## src/rtl/cpu_pkg.sv

```systemverilog
// Shared CPU pipeline types: EXE->MEM bundle, control bit positions,
// and the skid-register occupancy states.
package cpu_pkg;

    localparam int DATA_W = 16;
    localparam int RD_W   = 4;
    localparam int CTRL_W = 3;

    localparam int CTRL_REG_WE = 2;
    localparam int CTRL_MEM_RE = 1;
    localparam int CTRL_MEM_WE = 0;

    typedef struct packed {
        logic [DATA_W-1:0] alu_res;
        logic [DATA_W-1:0] store_data;
        logic [DATA_W-1:0] pc_plus2;
        logic [RD_W-1:0]   rd;
        logic [CTRL_W-1:0] ctrl;
    } exe_mem_t;

    typedef enum logic [1:0] {
        EMPTY = 2'd0,
        ONE   = 2'd1,
        TWO   = 2'd2
    } skid_state_e;

endpackage

```

## src/rtl/exe_mem_skid_reg.sv

```systemverilog
// EXE/MEM pipeline register with a 2-entry skid buffer so MEM backpressure
// never reaches upstream combinationally; sync flush and saturating stall count.
module exe_mem_skid_reg
    import cpu_pkg::*;
#(
    parameter int STALL_W = 16
) (
    input  logic               clk,
    input  logic               reset,
    input  logic               flush,
    input  logic               in_valid,
    output logic               in_ready,
    input  logic [DATA_W-1:0]  in_alu_res,
    input  logic [DATA_W-1:0]  in_store_data,
    input  logic [DATA_W-1:0]  in_pc_plus2,
    input  logic [RD_W-1:0]    in_rd,
    input  logic [CTRL_W-1:0]  in_ctrl,
    output logic               out_valid,
    input  logic               out_ready,
    output logic [DATA_W-1:0]  out_alu_res,
    output logic [DATA_W-1:0]  out_store_data,
    output logic [DATA_W-1:0]  out_pc_plus2,
    output logic [RD_W-1:0]    out_rd,
    output logic [CTRL_W-1:0]  out_ctrl,
    output logic [1:0]         occupancy,
    output logic [STALL_W-1:0] stall_cnt
);

    skid_state_e        state_q, state_d;
    exe_mem_t           main_q, main_d;
    exe_mem_t           skid_q, skid_d;
    logic [STALL_W-1:0] stall_q, stall_d;

    exe_mem_t in_b;
    logic     in_fire;
    logic     out_fire;

    assign in_b = '{
        alu_res:    in_alu_res,
        store_data: in_store_data,
        pc_plus2:   in_pc_plus2,
        rd:         in_rd,
        ctrl:       in_ctrl
    };

    // in_ready depends only on the state register, never on out_ready.
    assign in_ready  = (state_q != TWO);
    assign out_valid = (state_q != EMPTY);
    assign in_fire   = in_valid & in_ready;
    assign out_fire  = out_valid & out_ready;

    always_comb begin
        state_d = state_q;
        main_d  = main_q;
        skid_d  = skid_q;
        stall_d = stall_q;

        case (state_q)
            EMPTY: begin
                if (in_fire) begin
                    state_d = ONE;
                    main_d  = in_b;
                end
            end
            ONE: begin
                if (in_fire && out_fire) begin
                    main_d = in_b;
                end else if (in_fire) begin
                    state_d = TWO;
                    skid_d  = in_b;
                end else if (out_fire) begin
                    state_d = EMPTY;
                end
            end
            TWO: begin
                if (out_fire) begin
                    state_d = ONE;
                    main_d  = skid_q;
                end
            end
            default: state_d = EMPTY;
        endcase

        // Payload may go stale on flush; only the state is forced.
        if (flush) begin
            state_d = EMPTY;
        end

        if (out_valid && !out_ready && (stall_q != '1)) begin
            stall_d = stall_q + 1'b1;
        end
    end

    always_ff @(posedge clk or negedge reset) begin
        if (!reset) begin
            state_q <= EMPTY;
            main_q  <= '0;
            skid_q  <= '0;
            stall_q <= '0;
        end else begin
            state_q <= state_d;
            main_q  <= main_d;
            skid_q  <= skid_d;
            stall_q <= stall_d;
        end
    end

    always_comb begin
        case (state_q)
            ONE:     occupancy = 2'd1;
            TWO:     occupancy = 2'd2;
            default: occupancy = 2'd0;
        endcase
    end

    assign out_alu_res    = main_q.alu_res;
    assign out_store_data = main_q.store_data;
    assign out_pc_plus2   = main_q.pc_plus2;
    assign out_rd         = main_q.rd;
    assign out_ctrl       = main_q.ctrl;
    assign stall_cnt      = stall_q;

endmodule
```

## config.mk

```make
export PLATFORM = sky130hd
export DESIGN_NAME = exe_mem_skid_reg
export DESIGN_NICKNAME = d
export VERILOG_FILES = /design/src/rtl/cpu_pkg.sv /design/src/rtl/exe_mem_skid_reg.sv
export SDC_FILE = /design/constraint.sdc
export NUM_CORES = 1
export LEC_CHECK = 0
export ABC_AREA = 1
export BUFFER_PORTS_ARGS = -buffer_cell sky130_fd_sc_hd__buf_2
export CAP_MARGIN = 40
export CORE_ASPECT_RATIO = 0.6
export CORE_MARGIN = 3
export CORE_UTILIZATION = 55
export DETAILED_ROUTE_END_ITERATION = 10
export HOLD_SLACK_MARGIN = 0.05
export MAX_ROUTING_LAYER = met4
export PLACE_DENSITY = 0.8
export SLEW_MARGIN = 20
export SYNTH_ARGS = -nofsm -noshare
export SYNTH_HDL_FRONTEND = slang
export SYNTH_SLANG_ARGS = --single-unit
```

## constraint.sdc

```tcl
create_clock -name clk -period 4.1 [get_ports clk]
set_clock_uncertainty 0.1 [all_clocks]
set_input_delay 0.205 -clock clk [delete_from_list [all_inputs] [get_ports clk]]
set_output_delay 0.205 -clock clk [all_outputs]
set_load 0.01 [all_outputs]
```

Yosys cells after proc, flatten, opt, wreduce, memory -nomap -nowiden --
Cells that the tools add are included.
Cells by class: reduce and logical (&&, ||, !) cells 10, add/subtract/negate cells 1, eq/ne operators 11, bitwise operators 3, multiplexer cells 12
Operators by type and width (number):
- $mux W55 | 3
- $pmux W55 S3 | 1
- $add A16 B1 Y16 const B | 1
- $ne A16 B16 Y1 const B | 1
- $mux W2 | 6
- $ne A3 B3 Y1 const B | 3
- $ne A2 B2 Y1 const B | 4
- $reduce_and A4 Y1 | 2
- $pmux W2 S3 | 1
- $ne A4 B4 Y1 const B | 1
- $pmux W2 S2 | 1
- $logic_and A1 B1 Y1 | 3
- $reduce_and A3 Y1 | 1
- $reduce_bool A3 Y1 | 1
- $and A1 B1 Y1 | 2
- $eq A2 B1 Y1 const B | 1
- $eq A2 B2 Y1 const B | 1
- $logic_not A2 Y1 | 1
- $reduce_bool A2 Y1 | 1
- $logic_not A1 Y1 | 1
- $not A1 Y1 | 1
Storage, ports and cells: bits of input ports 60, bits in registers 128

Depth between registers and ports, before layout --
Gate-level depths: netlist of the first run.
depth after elaboration 7, gate-level depth with buffers 9

Worst setup path before layout of the first run --
OpenSTA, ideal clock, no wires.
path type register to register, start reg stall_q[0] (netlist: stall_cnt[0]), end reg stall_q[7] (netlist: stall_cnt[7]), arrival 1.386 ns, period minus slack after synthesis 1.612 ns, slack 2.488 ns, library setup time 0.126 ns, cell stages (with the launch flop) 9, data required time 3.874 ns, cells stage by stage dfrtp_1 -> ha_1 -> nand3_1 -> inv_1 -> nand2_1 -> nor2_1 -> nor2_1 -> buf_2 -> o21ai_0
Between the ends: word-level cells in the longest chain between the ends 2
RTL lines:
- from (decl) | line exe_mem_skid_reg.sv:32 | logic [STALL_W-1:0] stall_q, stall_d;
- from (signal assigned) | line exe_mem_skid_reg.sv:104 | stall_q <= stall_d;
- parallel branches: the longest is 2 deep, another holds $add A16 B1 Y16
Several ways; the timed one is not identified. A chain may end at the register's enable or synchronous reset.

Worst setup path in the final report of the first run --
start reg state_q[1], end out occupancy[1]
Between the ends: word-level cells in the longest chain between the ends 2
RTL lines:
- from (decl) | line exe_mem_skid_reg.sv:29 | skid_state_e state_q, state_d;
- from (signal assigned) | line exe_mem_skid_reg.sv:101 | state_q <= state_d;
- $eq A2 B2 Y1 or $eq A2 B1 Y1 (tied branches) | line exe_mem_skid_reg.sv:109 | case (state_q)
- $pmux W2 S2 (*) | line exe_mem_skid_reg.sv:109
- to (decl) | line exe_mem_skid_reg.sv:25 | output logic [1:0] occupancy,
Mark *: on every way between the ends. The rest lies on a longest branch, timed or not.

==> run metrics, run 1 <==
Congestion Overflow GR=0; clock buffer depth=2; vias in the first global route=just under 5k; r2r setup slk=approximately 1.7 ns; Netlist cell types=23; adder-cell share of the synthesized area=less than 1%; DRC=0; overall routing resource usage=around 26%; Setup crit end=occupancy[1]; CTS Buf Count=17; CP Data Arrival Time=~2.1 ns; setup_tns=0 ns; register area share after synthesis=a little over half; path type of the worst min-delay path=in2reg; Mean Syn Cell Area=9.92 um^2; Ys Warns=0; Fill cells=674; power per cell area=around 600 nW/um^2; routed len/inst=around 16 um; footprint of the multi-input gates=about 2400 um^2; min Tclk post-route=around 2.4 ns; Final Max Slew Viols=0; Gate Count Post-Synth=between 500 and 600; die height=86.1 um; 1st-iter DRT viols=around 270; Simple-Gate Fraction of Synth Area=between 15 and 20%; syn nets=roughly 650; slew of the pin with the lowest slew margin=0.700 ns; drt total wl=roughly 15000 um; Hold Vio Cnt, Final=0; ratio of cells with drive above 1 in the final layout=~30%; Initial Util=between 50 and 60%; core area=around 10000 um^2; Clock Pin Slew Worst Setup and Hold Paths=around 0.06 ns; Clock H-tree levels=4; NumNets Final=between 800 and 900; area grow syn2layout=33.3%; Setup CP Type=reg2out; CP max FO=58; fmax=~0.41 GHz; Static Leak=just under 4 nW; Sink Count=about 130; Core Rows=28; Cell Area, Synth=about 5900 um^2; final antenna-violating net count=0; dpl hpwl=just over 9000 um; post-synthesis compound-gate area fraction=around 6.6%; Ports=~140; #FFs+latches synth=approximately 130; Max Cap Viol=0; largest net degree at the start of global routing=67; Die W=~140 um; first drt pass iteration count=5; number of cells on the worst reg-to-reg path=8; Setup crit start=state_q[1]$_DFFE_PN0P_; R2R Path End=state_q[0]$_DFFE_PN0P_; vias per inst=5.35; period utilisation layout=59.6%; mux cell area share after synthesis=between 10 and 15%; Reg area=between 3000 and 4000 um^2; Startpoint Class=flip-flop; Clock Root Buffer=clkbuf_16; max_slew headroom=a little over half; hold slack=between 0.1 and 0.15 ns; ANT cells=0; TritonCTS clock tree=yes; VDD IR max=374 uV; # port buffers=134; outcome=complete, no violations; clk_lat worst skew=slightly above 0.4 ns; largest family of logic cells by synthesized area=simple AND/OR/NAND/NOR gates; Req. time, crit path=~3.8 ns; XOR/XNOR share of the synthesized area=less than 1%; first-pass GRT wire length=roughly 24000 um; antenna violations before repair=0; Crit. End Element=output port; die area=approximately 12000 um^2; RSZ-0062 raised after global routing=no; via count=slightly below 5k; Final Setup Violations=0; reg2reg start=state_q[1]$_DFFE_PN0P_; RePlAce Congestion=0.876
placed cells by master, fill, tap and decap left out, drive strengths merged, types with 6 or more instances in the layout:
cell type    instances
clkbuf              19
clkinv               7
mux2                55
dlygate4sd3         60
nand2              187
nand3               15
buf                141
xnor2                6
nor2                76
o21ai                6
inv                 22
nand4                8
dfrtp              128
a31oi               55
cell type report:
type,count,share of cell area (%)
Sequential cell,128,40.9
Inverter,22,1.07
Clock buffer,19,5.66
Tap cell,135,2.16
Timing Repair Buffer,201,17.5
Multi-Input combinational cell,411,30.6
Clock inverter,13,2.08
kinds of logic after synthesis:
| kind of cell | after synthesis |
|---|---|
| AO/OA/AOI/OAI | 63 |
| XOR/XNOR | 6 |
| adder cells (fa/ha/maj) | 1 |
| buffers and inverters | 53 |
| flip-flops | 128 |
| multiplexers | 55 |
| AND/OR/NAND/NOR | 286 |
through the flow:
| step | cells | utilization (%) | setup slack (ns) | cell area (um^2) | power [mW] |
|---|---|---|---|---|---|
| 3_5_place_dp | 836 | 65.1 | 1.80 | 6600 | 3.12 |
| 2_1_floorplan | 592 | - | 2.49 | 5870 | 2.71 |
| 3_3_place_gp | 834 | 64.7 | 1.80 | 6560 | 3.05 |
| 5_1_grt | 929 | 77.3 | 1.52 | 7830 | 4.95 |
| 6_report | 929 | 77.3 | 1.66 | 7830 | 4.72 |
| 4_1_cts | 927 | 77.0 | 1.70 | 7790 | 4.72 |
critical path, stage by stage (launching register included):
cell     delay (ns)
dfrtp_1        0.45
nand2_2        0.10
buf_4          0.50
inv_2          0.36
buf_2          0.25
flip-flops by register name, summed over array words and instances (netlist names):
register	count
out_alu_res	16
out_ctrl	3
out_pc_plus2	16
out_rd	4
out_store_data	16
skid_q	55
stall_cnt	16
state_q	2
routing by layer:
layer | up-vias | global-route usage (%) | wire length (um)
met3 | 20 | 6.46 | 1140
li1 | 2336 | - | -
met4 | 0 | 6.39 | 155
met1 | 2382 | 35.0 | 6500
met5 | - | - | 0
met2 | 232 | 40.0 | 6930
Yosys cell counts (all sizes together):
cell type,count,area share [%]
a21oi,1,0.085
clkbuf,6,0.38
nand3,15,1.5
o21bai,1,0.13
mux2,55,14
o21ai,6,0.51
ha,1,0.21
inv,22,1.4
buf,25,2.9
dfrtp,128,55
a31oi,55,5.9
nand4,8,0.85
xnor2,6,0.89
nor2,76,5.0
nand2,187,12
power breakdown:
group | internal, mW | total [mW] | switching, mW
Clock | 0.973 | 1.54 | 0.569
Sequential | 1.70 | 1.98 | 0.285
Combinational | 0.644 | 1.19 | 0.547
worst min-delay path by stage:
stage	from	to	slack (ns)	cells after the start
global placement	reset	out_pc_plus2[12]$_DFFE_PN0P_	0.25	1
floorplan	reset	out_alu_res[0]$_DFFE_PN0P_	-0.19	0
finish	out_ready	state_q[1]$_DFFE_PN0P_	0.14	4
CTS	out_ready	state_q[1]$_DFFE_PN0P_	0.12	4
global route	out_ready	state_q[1]$_DFFE_PN0P_	0.15	4
detailed placement	reset	out_store_data[2]$_DFFE_PN0P_	0.26	1
what timing repair did:
| action | CTS | global route |
|---|---|---|
| gates resized for setup | 0 | 0 |
| endpoints found under the hold margin | 176 | 1 |
| setup endpoints to repair | 0 | 0 |
| hold buffers | 59 | 1 |
| setup buffers | 0 | 0 |
Note: power is estimated with default switching activity, not from simulation.
==> inputs of run 2 (changes only) <==
--- a/config.mk
+++ b/config.mk
@@ -10,11 +10,11 @@
 export CAP_MARGIN = 40
 export CORE_ASPECT_RATIO = 0.6
 export CORE_MARGIN = 3
-export CORE_UTILIZATION = 55
+export CORE_UTILIZATION = 49
 export DETAILED_ROUTE_END_ITERATION = 10
 export HOLD_SLACK_MARGIN = 0.05
 export MAX_ROUTING_LAYER = met4
-export PLACE_DENSITY = 0.8
+export PLACE_DENSITY = 0.75
 export SLEW_MARGIN = 20
 export SYNTH_ARGS = -nofsm -noshare
 export SYNTH_HDL_FRONTEND = slang
==> constraint.sdc (replaced) <==
create_clock -name clk -period 2.2 [get_ports clk]
set_clock_uncertainty 0.1 [all_clocks]
set_input_delay 0.11 -clock clk [delete_from_list [all_inputs] [get_ports clk]]
set_output_delay 0.11 -clock clk [all_outputs]
set_load 0.01 [all_outputs]
==> run metrics, run 2 (synthesis results as in run 1) <==
outcome=complete, no violations; dpl hpwl=9020 um (-3.5%); DRC=0 (unchanged); first-pass GRT wire length=23800 um (-1.2%); Critical Path Max Stage Delay=0.41 ns (-0.09 ns); ANT cells=0 (unchanged); Die W=147 um (+5.7%); Final WS setup=0.127 ns (-1.53 ns); Final Instance Count excl. Fillers=955 (+2.8%); number of cells on the worst reg-to-reg path=6 (-2); min Tclk post-route=roughly 2.1 ns; Clock Pin Slew Worst Setup and Hold Paths=0.05 ns (about the same); hold path endpoint=state_q[1]$_DFFE_PN0P_; routed len/inst=14.9 um (-6.2%); TritonCTS clock tree=yes; post-cts sizing count=0 (unchanged); Cell Chain, Critical Path=inv_2 -> nand2_2 -> inv_2 -> buf_12 -> buf_2; hold slack=0.0683 ns (-0.0728 ns); path type of the worst min-delay path=in2reg; Ports=135 (unchanged); fmax=~0.48 GHz; Layout Utilization=68.8% (-8.6 points); Final Max Slew Viols=0 (unchanged); area grow syn2layout=34.4%; Reg area=3200 um^2 (unchanged); Hold Vio Cnt, Final=0 (unchanged); NumNets Final=843 (+0.12%); CTS Buf Count=17 (unchanged); CP Data Arrival Time=1.86 ns (-0.28 ns); Final Setup Violations=0 (unchanged); pre-CTS setup slack=0.464 ns (-1.34 ns); setup_tns=0 ns (unchanged); Worst Hold Path Cells=4 (unchanged); r2r setup slk=0.41 ns (-1.30 ns); Max Cap Viol=0 (unchanged); Clock H-tree levels=4 (unchanged); first drt pass iteration count=7 (+2); 1st-iter DRT viols=365 (+33%); Sink Count=128 (unchanged); Req. time, crit path=1.99 ns (-1.81 ns); Startpoint Class=flip-flop; Fill cells=876 (+30%); slew of the pin with the lowest slew margin=0.674 ns (-0.0255 ns); final antenna-violating net count=0 (unchanged); vias per inst=5.14 (-4.0%); die area=13400 um^2 (+12%); RSZ-0062 raised after global routing=no; Crit. End Element=output port; CP max stage cell=dfrtp_1; # port buffers=134 (unchanged); VDD IR max=633 uV (+69%); period utilisation layout=between 90% and 100%; Biggest register=skid_q; CP max FO=32 (-45%); most used cell, CP=inv_2; R2R Path End=out_store_data[3]$_DFFE_PN0P_; vias in the first global route=4820 (-0.15%); Static Leak=3.89 nW (+0.70%); max FFs per register=55 (unchanged); most frequent cells in the layout=nand2_1 (185), buf_2 (133), dfrtp_1 (128), nor2_1 (75), dlygate4sd3_1 (58); clk_lat worst skew=0.41 ns (about the same); clock buffer depth=2 (unchanged); reg2reg start=state_q[0]$_DFFE_PN0P_; max_slew headroom=55.1% (+1.8 points); Congestion Overflow GR=0 (unchanged); ratio of cells with drive above 1 in the final layout=30.1% (+0.47 points); Setup CP Type=reg2out; Clock Root Buffer=clkbuf_16; largest net degree at the start of global routing=129 (+93%); RePlAce Congestion=0.841 (-4.1%); drt total wl=14200 um (-3.6%); most common cell after layout, fill and taps aside=nand2_1; via count=4907 (-1.3%); overall routing resource usage=22.5% (-3.5 points); hold wc startpoint=out_ready; Initial Util=51.1% (-6.9 points); power per cell area=1100 nW/um^2 (+83%); core area=11500 um^2 (+13%); antenna violations before repair=0 (unchanged); die height=90.8 um (+5.5%); Placed Instances=865 (+3.5%); footprint of the multi-input gates=2400 um^2 (unchanged); Core Rows=30 (+7.1%)
run 2: changes by cell type in the layout (fill, tap and decap cells not counted), moves of 2 or more:
cell           previous run  this run
buf_12                    2         7
clkinvlp_4                3         1
clkinv_4                  3         6
dlygate4sd3_1            60        58
run 2: area by class of cell:
class / count / share of cell area [%]
tap: 160 / 2.53
timing repair buffer: 202 / 17.9
inverter: 22 / 1.06
multi-input combinational: 411 / 30.3
clock buffer: 18 / 5.56
sequential: 128 / 40.6
clock inverter: 14 / 2.01
run 2: worst max-delay path, delay by kind of cell (launching register included):
kind | cells | cell delay, ns
buffers and inverters | 4 | 0.93
AND/OR/NAND/NOR | 1 | 0.09
flip-flops | 1 | 0.41
run 2: stage by stage:
step,total power [mW],cell area [um^2]
6_report,8.73,7900
5_1_grt,9.22,7900
4_1_cts,8.78,7900
3_5_place_dp,5.84,6720
3_3_place_gp,5.75,6720
2_1_floorplan,5.05,5870
run 2: worst max path at each step:
stage                                        start                        to  slack (ns)  depth (start not counted)
after floorplan           stall_cnt[0]$_DFFE_PN0P_  stall_cnt[7]$_DFFE_PN0P_        0.59                          8
after global placement    stall_cnt[0]$_DFFE_PN0P_  stall_cnt[5]$_DFFE_PN0P_        0.51                          6
after detailed placement  stall_cnt[0]$_DFFE_PN0P_  stall_cnt[5]$_DFFE_PN0P_        0.46                          6
after CTS                   state_q[0]$_DFFE_PN0P_              occupancy[1]        0.13                          5
after global routing        state_q[0]$_DFFE_PN0P_              occupancy[1]        0.01                          5
final                       state_q[0]$_DFFE_PN0P_              occupancy[1]        0.13                          5
run 2: repair_timing:
action	CTS	global route
hold buffers	58	0
endpoints found under the hold margin	240	0
buffers inserted	0	0
setup endpoints to repair	0	0
run 2: power by group:
part	internal, mW	leakage (nW)	switching [mW]
combinational	1.23	2.09	1.01
clock	1.72	0.293	1.09
sequential	3.16	1.51	0.517
run 2: layer usage:
layer / global-route usage, % / wire (um)
met3: 4.51 / 842
met2: 32.7 / 6340
met5: - / 0
met1: 32.0 / 6910
met4: 6.90 / 100
